File: config.mk
export PLATFORM = sky130hd
export DESIGN_NAME = cache_mem_arbiter
export DESIGN_NICKNAME = d
export VERILOG_FILES = /design/src/rtl/cache_mem_arbiter.sv
export SDC_FILE = /design/constraint.sdc
export NUM_CORES = 1
export LEC_CHECK = 0
export BUFFER_PORTS_ARGS = -buffer_cell sky130_fd_sc_hd__buf_2
export CAP_MARGIN = 30
export CORE_AREA = 2 2 390 392
export DETAILED_ROUTE_END_ITERATION = 10
export DIE_AREA = 0 0 392 394
export PLACE_DENSITY = 0.36
export SLEW_MARGIN = 15
export SYNTH_ARGS = -nofsm -noshare
export SYNTH_HDL_FRONTEND = slang
export SYNTH_SLANG_ARGS = --single-unit
File: constraint.sdc
create_clock -name clk -period 2.85 [get_ports clk]
set_input_delay 0.285 -clock clk [delete_from_list [all_inputs] [get_ports clk]]
set_output_delay 0.285 -clock clk [all_outputs]
set_load 0.1 [all_outputs]
File: src/rtl/cache_mem_arbiter.sv
// Arbiter between the split L1 caches and the single burst memory port:
// grants one 256-bit line request at a time and moves it as 4 x 64-bit beats.
module cache_mem_arbiter #(
  parameter int BEATS      = 4,
  parameter int BEAT_WIDTH = 64,
  parameter int LINE_WIDTH = BEATS * BEAT_WIDTH
) (
  input  logic                  clk,
  input  logic                  rst,

  input  logic                  icache_pmem_read,
  input  logic [31:0]           icache_pmem_address,
  output logic [LINE_WIDTH-1:0] icache_pmem_rdata,
  output logic                  icache_pmem_resp,

  input  logic                  dcache_pmem_read,
  input  logic                  dcache_pmem_write,
  input  logic [31:0]           dcache_pmem_address,
  input  logic [LINE_WIDTH-1:0] dcache_pmem_wdata,
  output logic [LINE_WIDTH-1:0] dcache_pmem_rdata,
  output logic                  dcache_pmem_resp,

  output logic                  mem_read,
  output logic                  mem_write,
  output logic [31:0]           mem_address,
  output logic [BEAT_WIDTH-1:0] mem_wdata,
  input  logic [BEAT_WIDTH-1:0] mem_rdata,
  input  logic                  mem_resp
);

  localparam int BEAT_BITS   = $clog2(BEATS);
  localparam int OFFSET_BITS = $clog2(LINE_WIDTH / 8);

  typedef enum logic [2:0] {
    IDLE,
    I_READ,
    D_READ,
    D_WRITE,
    DONE
  } state_e;

  state_e                 state_q, state_d;
  logic [BEAT_BITS-1:0]   beat_q, beat_d;
  logic [LINE_WIDTH-1:0]  line_q, line_d;
  logic [31:0]            addr_q, addr_d;
  logic                   dgrant_q, dgrant_d;
  logic                   last_beat;
  logic                   unused_offset_bits;

  assign last_beat = (beat_q == BEAT_BITS'(BEATS - 1));

  // Byte offset within the line is dropped: bursts are always line-aligned.
  assign unused_offset_bits = ^{icache_pmem_address[OFFSET_BITS-1:0],
                                dcache_pmem_address[OFFSET_BITS-1:0]};

  // NOTE: sequential state uses non-blocking assignments only, so every
  // register samples its _d value from before the edge.
  // NOTE: the line buffer is a plain register, not a RAM, so it can and does
  // clear on reset; the rdata buses must read zero out of reset.
  always_ff @(posedge clk) begin
    if (rst) begin
      state_q  <= IDLE;
      beat_q   <= '0;
      line_q   <= '0;
      addr_q   <= '0;
      dgrant_q <= 1'b0;
    end else begin
      state_q  <= state_d;
      beat_q   <= beat_d;
      line_q   <= line_d;
      addr_q   <= addr_d;
      dgrant_q <= dgrant_d;
    end
  end

  // NOTE: every _d signal gets its hold value first, so no path through the
  // case below can leave one unassigned and infer a latch.
  always_comb begin
    state_d  = state_q;
    beat_d   = beat_q;
    line_d   = line_q;
    addr_d   = addr_q;
    dgrant_d = dgrant_q;

    case (state_q)
      IDLE: begin
        // Fixed priority: dcache writeback, dcache fill, then icache fill.
        if (dcache_pmem_write) begin
          state_d  = D_WRITE;
          addr_d   = {dcache_pmem_address[31:OFFSET_BITS], OFFSET_BITS'(0)};
          line_d   = dcache_pmem_wdata;
          dgrant_d = 1'b1;
        end else if (dcache_pmem_read) begin
          state_d  = D_READ;
          addr_d   = {dcache_pmem_address[31:OFFSET_BITS], OFFSET_BITS'(0)};
          dgrant_d = 1'b1;
        end else if (icache_pmem_read) begin
          state_d  = I_READ;
          addr_d   = {icache_pmem_address[31:OFFSET_BITS], OFFSET_BITS'(0)};
          dgrant_d = 1'b0;
        end
      end

      I_READ, D_READ: begin
        if (mem_resp) begin
          line_d[beat_q*BEAT_WIDTH +: BEAT_WIDTH] = mem_rdata;
          beat_d = beat_q + 1'b1;
          if (last_beat) begin
            state_d = DONE;
            beat_d  = '0;
          end
        end
      end

      D_WRITE: begin
        if (mem_resp) begin
          beat_d = beat_q + 1'b1;
          if (last_beat) begin
            state_d = DONE;
            beat_d  = '0;
          end
        end
      end

      // One-cycle response; requests are not looked at here so a cache that
      // drops its request this cycle is never served twice.
      DONE:    state_d = IDLE;
      default: state_d = IDLE;
    endcase
  end

  assign mem_read    = (state_q == I_READ) || (state_q == D_READ);
  assign mem_write   = (state_q == D_WRITE);
  assign mem_address = addr_q;
  assign mem_wdata   = mem_write ? line_q[beat_q*BEAT_WIDTH +: BEAT_WIDTH] : '0;

  assign icache_pmem_resp  = (state_q == DONE) && !dgrant_q;
  assign dcache_pmem_resp  = (state_q == DONE) &&  dgrant_q;
  assign icache_pmem_rdata = line_q;
  assign dcache_pmem_rdata = line_q;

endmodule

==> reports/metrics.yaml <==
status:
  status: "complete, no violations"
route:
  via_per_inst: 4.57
  vias: 24000
  first_pass_iters: 8
  wire_per_inst_um: 25.5
  ant_nets: 0
  drc: 0
  wirelength_mm: 134
  first_iter_violations: 1548
worst_setup_path:
  critPathTopFamily: "buffers and inverters"
  r2r_start: "beat_q[0]"
  rrSetupSlack_ns: 0.08
  worst_setup_path_start_kind: "flip-flop"
  cp_max_fo: 74
  worst_path_max_delay_cell: "dlygate4sd3_1"
  crit_type: "flip-flop to flip-flop"
  critical_path.max_stage_delay_ns: 0.58
  timing.rr.end: "dcache_pmem_rdata[172]"
  crit_buf_inv: 3
  arrival_ns: 3.31
  reg2reg_depth: 7
  endpoint_kind: "flip-flop"
  crit_required_ns: 3.39
  crit_chain: "inv_1 > ha_2 > nor2b_4 > clkbuf_16 > nand4_1 > a311oi_1 > dlygate4sd3_1"
clock_network:
  insertion_delay_ns: 0.61
  cts-root-buf: "clkbuf_16"
  clkTransAtPathRegs_ns: 0.06
  cts_buffers: 42
  cts.htree.levels: 2
  clockBufferDepth: 3
  cts_tree: "done"
  clkSinkCount: 289
sta:
  fin_crit_ns: 2.77
  slew-limit-headroom_pct: 47.8
  fmax_mhz: 361
  setup_ws_ns: 0.0811
  fin_crit_sh_pct: 97.2
  final_hold_viol_count: 0
  tightest_slew_ns: 0.784
  worst_clock_skew_ns: 0.0252
  whs_ns: 0.0451
  setup_viol: 0
  slew_viol_final: 0
worst_hold_path:
  worstHoldStart: "dcache_pmem_wdata[205]"
  min_path_type: "input pin to flip-flop"
  hold_path_depth: 3
  min_to: "dcache_pmem_rdata[205]"
logic_synthesis:
  synth.avg_cell_area_sq_um: 8.93
  synthesis.area_sq_um: 19600
  ys.warnings.count: 0
  synthTopCellsByArea: "dfxtp_1, a311oi_1, buf_4"
  ys_seq_area_share_pct: 29.6
  synthAdderAreaFrac_pct: 0.320
  muxShareOfSynthArea_pct: 7.36
  ys_types: 38
  synth_top_area_share_pct: 29.6
  synth-seq-cells: 289
  synth-compound-area-share_pct: 30.9
  synth-xor-area-share_pct: 0.224
  synth_top_family_by_area: "compound AO/OA/AOI/OAI gates"
  synth_top_area_cell: "dfxtp_1"
  syn_inst: 2192
  synth-simple-area-share_pct: 13.4
power:
  leakage_nw: 12.3
  finalPower_mw: 26.1
  power_density_nw_per_um2: 817
  ir_worst_vdd_mv: 0.512
grt:
  antenna_found_initial: 22
  grt_pass1_wl_mm: 185
  grt_usage_pct: 16.4
  grt_max_degree: 158
  grt_pass1_vias: 23600
  gr-total-overflow: 0
floorplan:
  fp-row-count: 143
  die_y_um: 394
  die_area_sq_um: 154000
  coreArea_sq_um: 151000
  ioPinCount: 1002
  initial_core_util_pct: 13.0
  die_x_um: 392
final_layout:
  drive_gt1_share_pct: 40.9
  syn_to_final_growth_pct: 63.2
  layout_commonest_cell: "buf_2"
  fillCellCount: 16800
  final_nets: 3577
  layout_common_cells: "buf_2, dlygate4sd3_1, o21ai_0"
place:
  gp_congestion: 0.812
  dp_hpwl_mm: 93.9
  port_buffers: 986
  pre_cts_slack_ns: 0.424
flow_run:
  cap_violations: 0
state kept, by name, summed over array words and instances, names as in the netlist:
| signal | count |
|---|---|
| dcache_pmem_rdata | 256 |
| mem_address | 27 |
| state_q | 3 |
| beat_q | 2 |
| dgrant_q | 1 |
cell type report:
cell class,instances,area (sq um),area share (%)
inverter,3,11.3,0.0353
sequential,289,5800,18.2
clock inverter,5,53.8,0.168
antenna,11,27.5,0.0862
clock buffer,68,1310,4.11
tap,2030,2540,7.95
timing repair buffer,1530,11700,36.6
multi-input combinational,1316,10500,32.9
per-stage QoR:
stage / cell area, sq um / std cells / utilization [%] / setup TNS, ns
floorplan: 19800 / 2196 / - / 0
global placement: 26200 / 4735 / 17.4 / 0
detailed placement: 26200 / 4735 / 17.4 / 0
CTS: 31900 / 5239 / 21.2 / 0
global route: 31900 / 5245 / 21.2 / -0.00831
finish: 31900 / 5252 / 21.2 / 0
worst register-to-register path, stage by stage (launching register included):
cell           delay (ns)
dfxtp_4              0.38
inv_1                0.08
ha_2                 0.43
nor2b_4              0.23
clkbuf_16            0.38
nand4_1              0.34
a311oi_1             0.29
dlygate4sd3_1        0.58
power breakdown:
part	internal (mW)	total (mW)	switching [mW]	leakage, nW
Combinational	3.25	15.0	11.8	9.22
Clock	3.21	5.46	2.24	0.668
Sequential	4.63	5.64	1.01	2.39
Total	11.1	26.1	15.0	12.3
cells in the mapped netlist:
| library cell | count |
|---|---|
| and3b_1 | 5 |
| nor3_1 | 1 |
| buf_2 | 122 |
| nand4_1 | 126 |
| nor2b_1 | 66 |
| nor4_1 | 1 |
| ha_1 | 5 |
| inv_1 | 3 |
| a311oi_1 | 283 |
| nand2_1 | 32 |
| or3_1 | 1 |
| conb_1 | 1 |
| o21ai_0 | 288 |
| dfxtp_1 | 289 |
| mux4_2 | 64 |
| or4_1 | 1 |
| a211oi_1 | 258 |
| a21bo_2 | 1 |
| nand4b_1 | 128 |
| clkbuf_2 | 1 |
| a21o_1 | 4 |
| nand2b_1 | 1 |
| nor4bb_1 | 2 |
| xnor2_2 | 1 |
| and3_1 | 1 |
| or4b_1 | 2 |
| nor3b_1 | 1 |
| buf_4 | 269 |
| nand3b_1 | 1 |
| nor2_1 | 4 |
| and2_1 | 1 |
| buf_1 | 4 |
| nor4b_4 | 1 |
| clkbuf_1 | 168 |
| or3b_2 | 1 |
| buf_6 | 24 |
| xor2_4 | 1 |
| a21oi_1 | 30 |
worst max path at each step:
stage	startpoint	slack [ns]	cells past startpoint	endpoint
6_report	beat_q[0]	0.08	7	dcache_pmem_rdata[172]
5_1_grt	beat_q[0]	-0.008	7	dcache_pmem_rdata[172]
2_1_floorplan	state_q[2]	0.14	5	icache_pmem_resp
3_5_place_dp	state_q[1]	0.42	5	dcache_pmem_rdata[162]
4_1_cts	state_q[0]	0.007	5	mem_read
3_3_place_gp	state_q[1]	0.52	5	dcache_pmem_rdata[162]
repair_timing:
action	4_1_cts	5_1_grt
endpoints found under the hold margin	269	0
pin swaps	0	1
endpoints found under the setup margin	1	68
setup buffers	0	2
hold buffers	431	0
gates resized for setup	1	8
cell families after synthesis:
kind of cell / after synthesis
xor+xnor: 2
flops: 289
other cells: 1
buf+inv: 591
mux: 64
compound gates: 864
fa+ha+maj: 5
simple gates: 376
routing by layer:
layer  GRT usage, %  share of wire [%]
met4           6.67                3.9
met1           21.1                 42
met2           26.3                 46
met3           3.65                7.2
met5              0              0.087
Note: power is estimated with default switching activity, not from simulation.
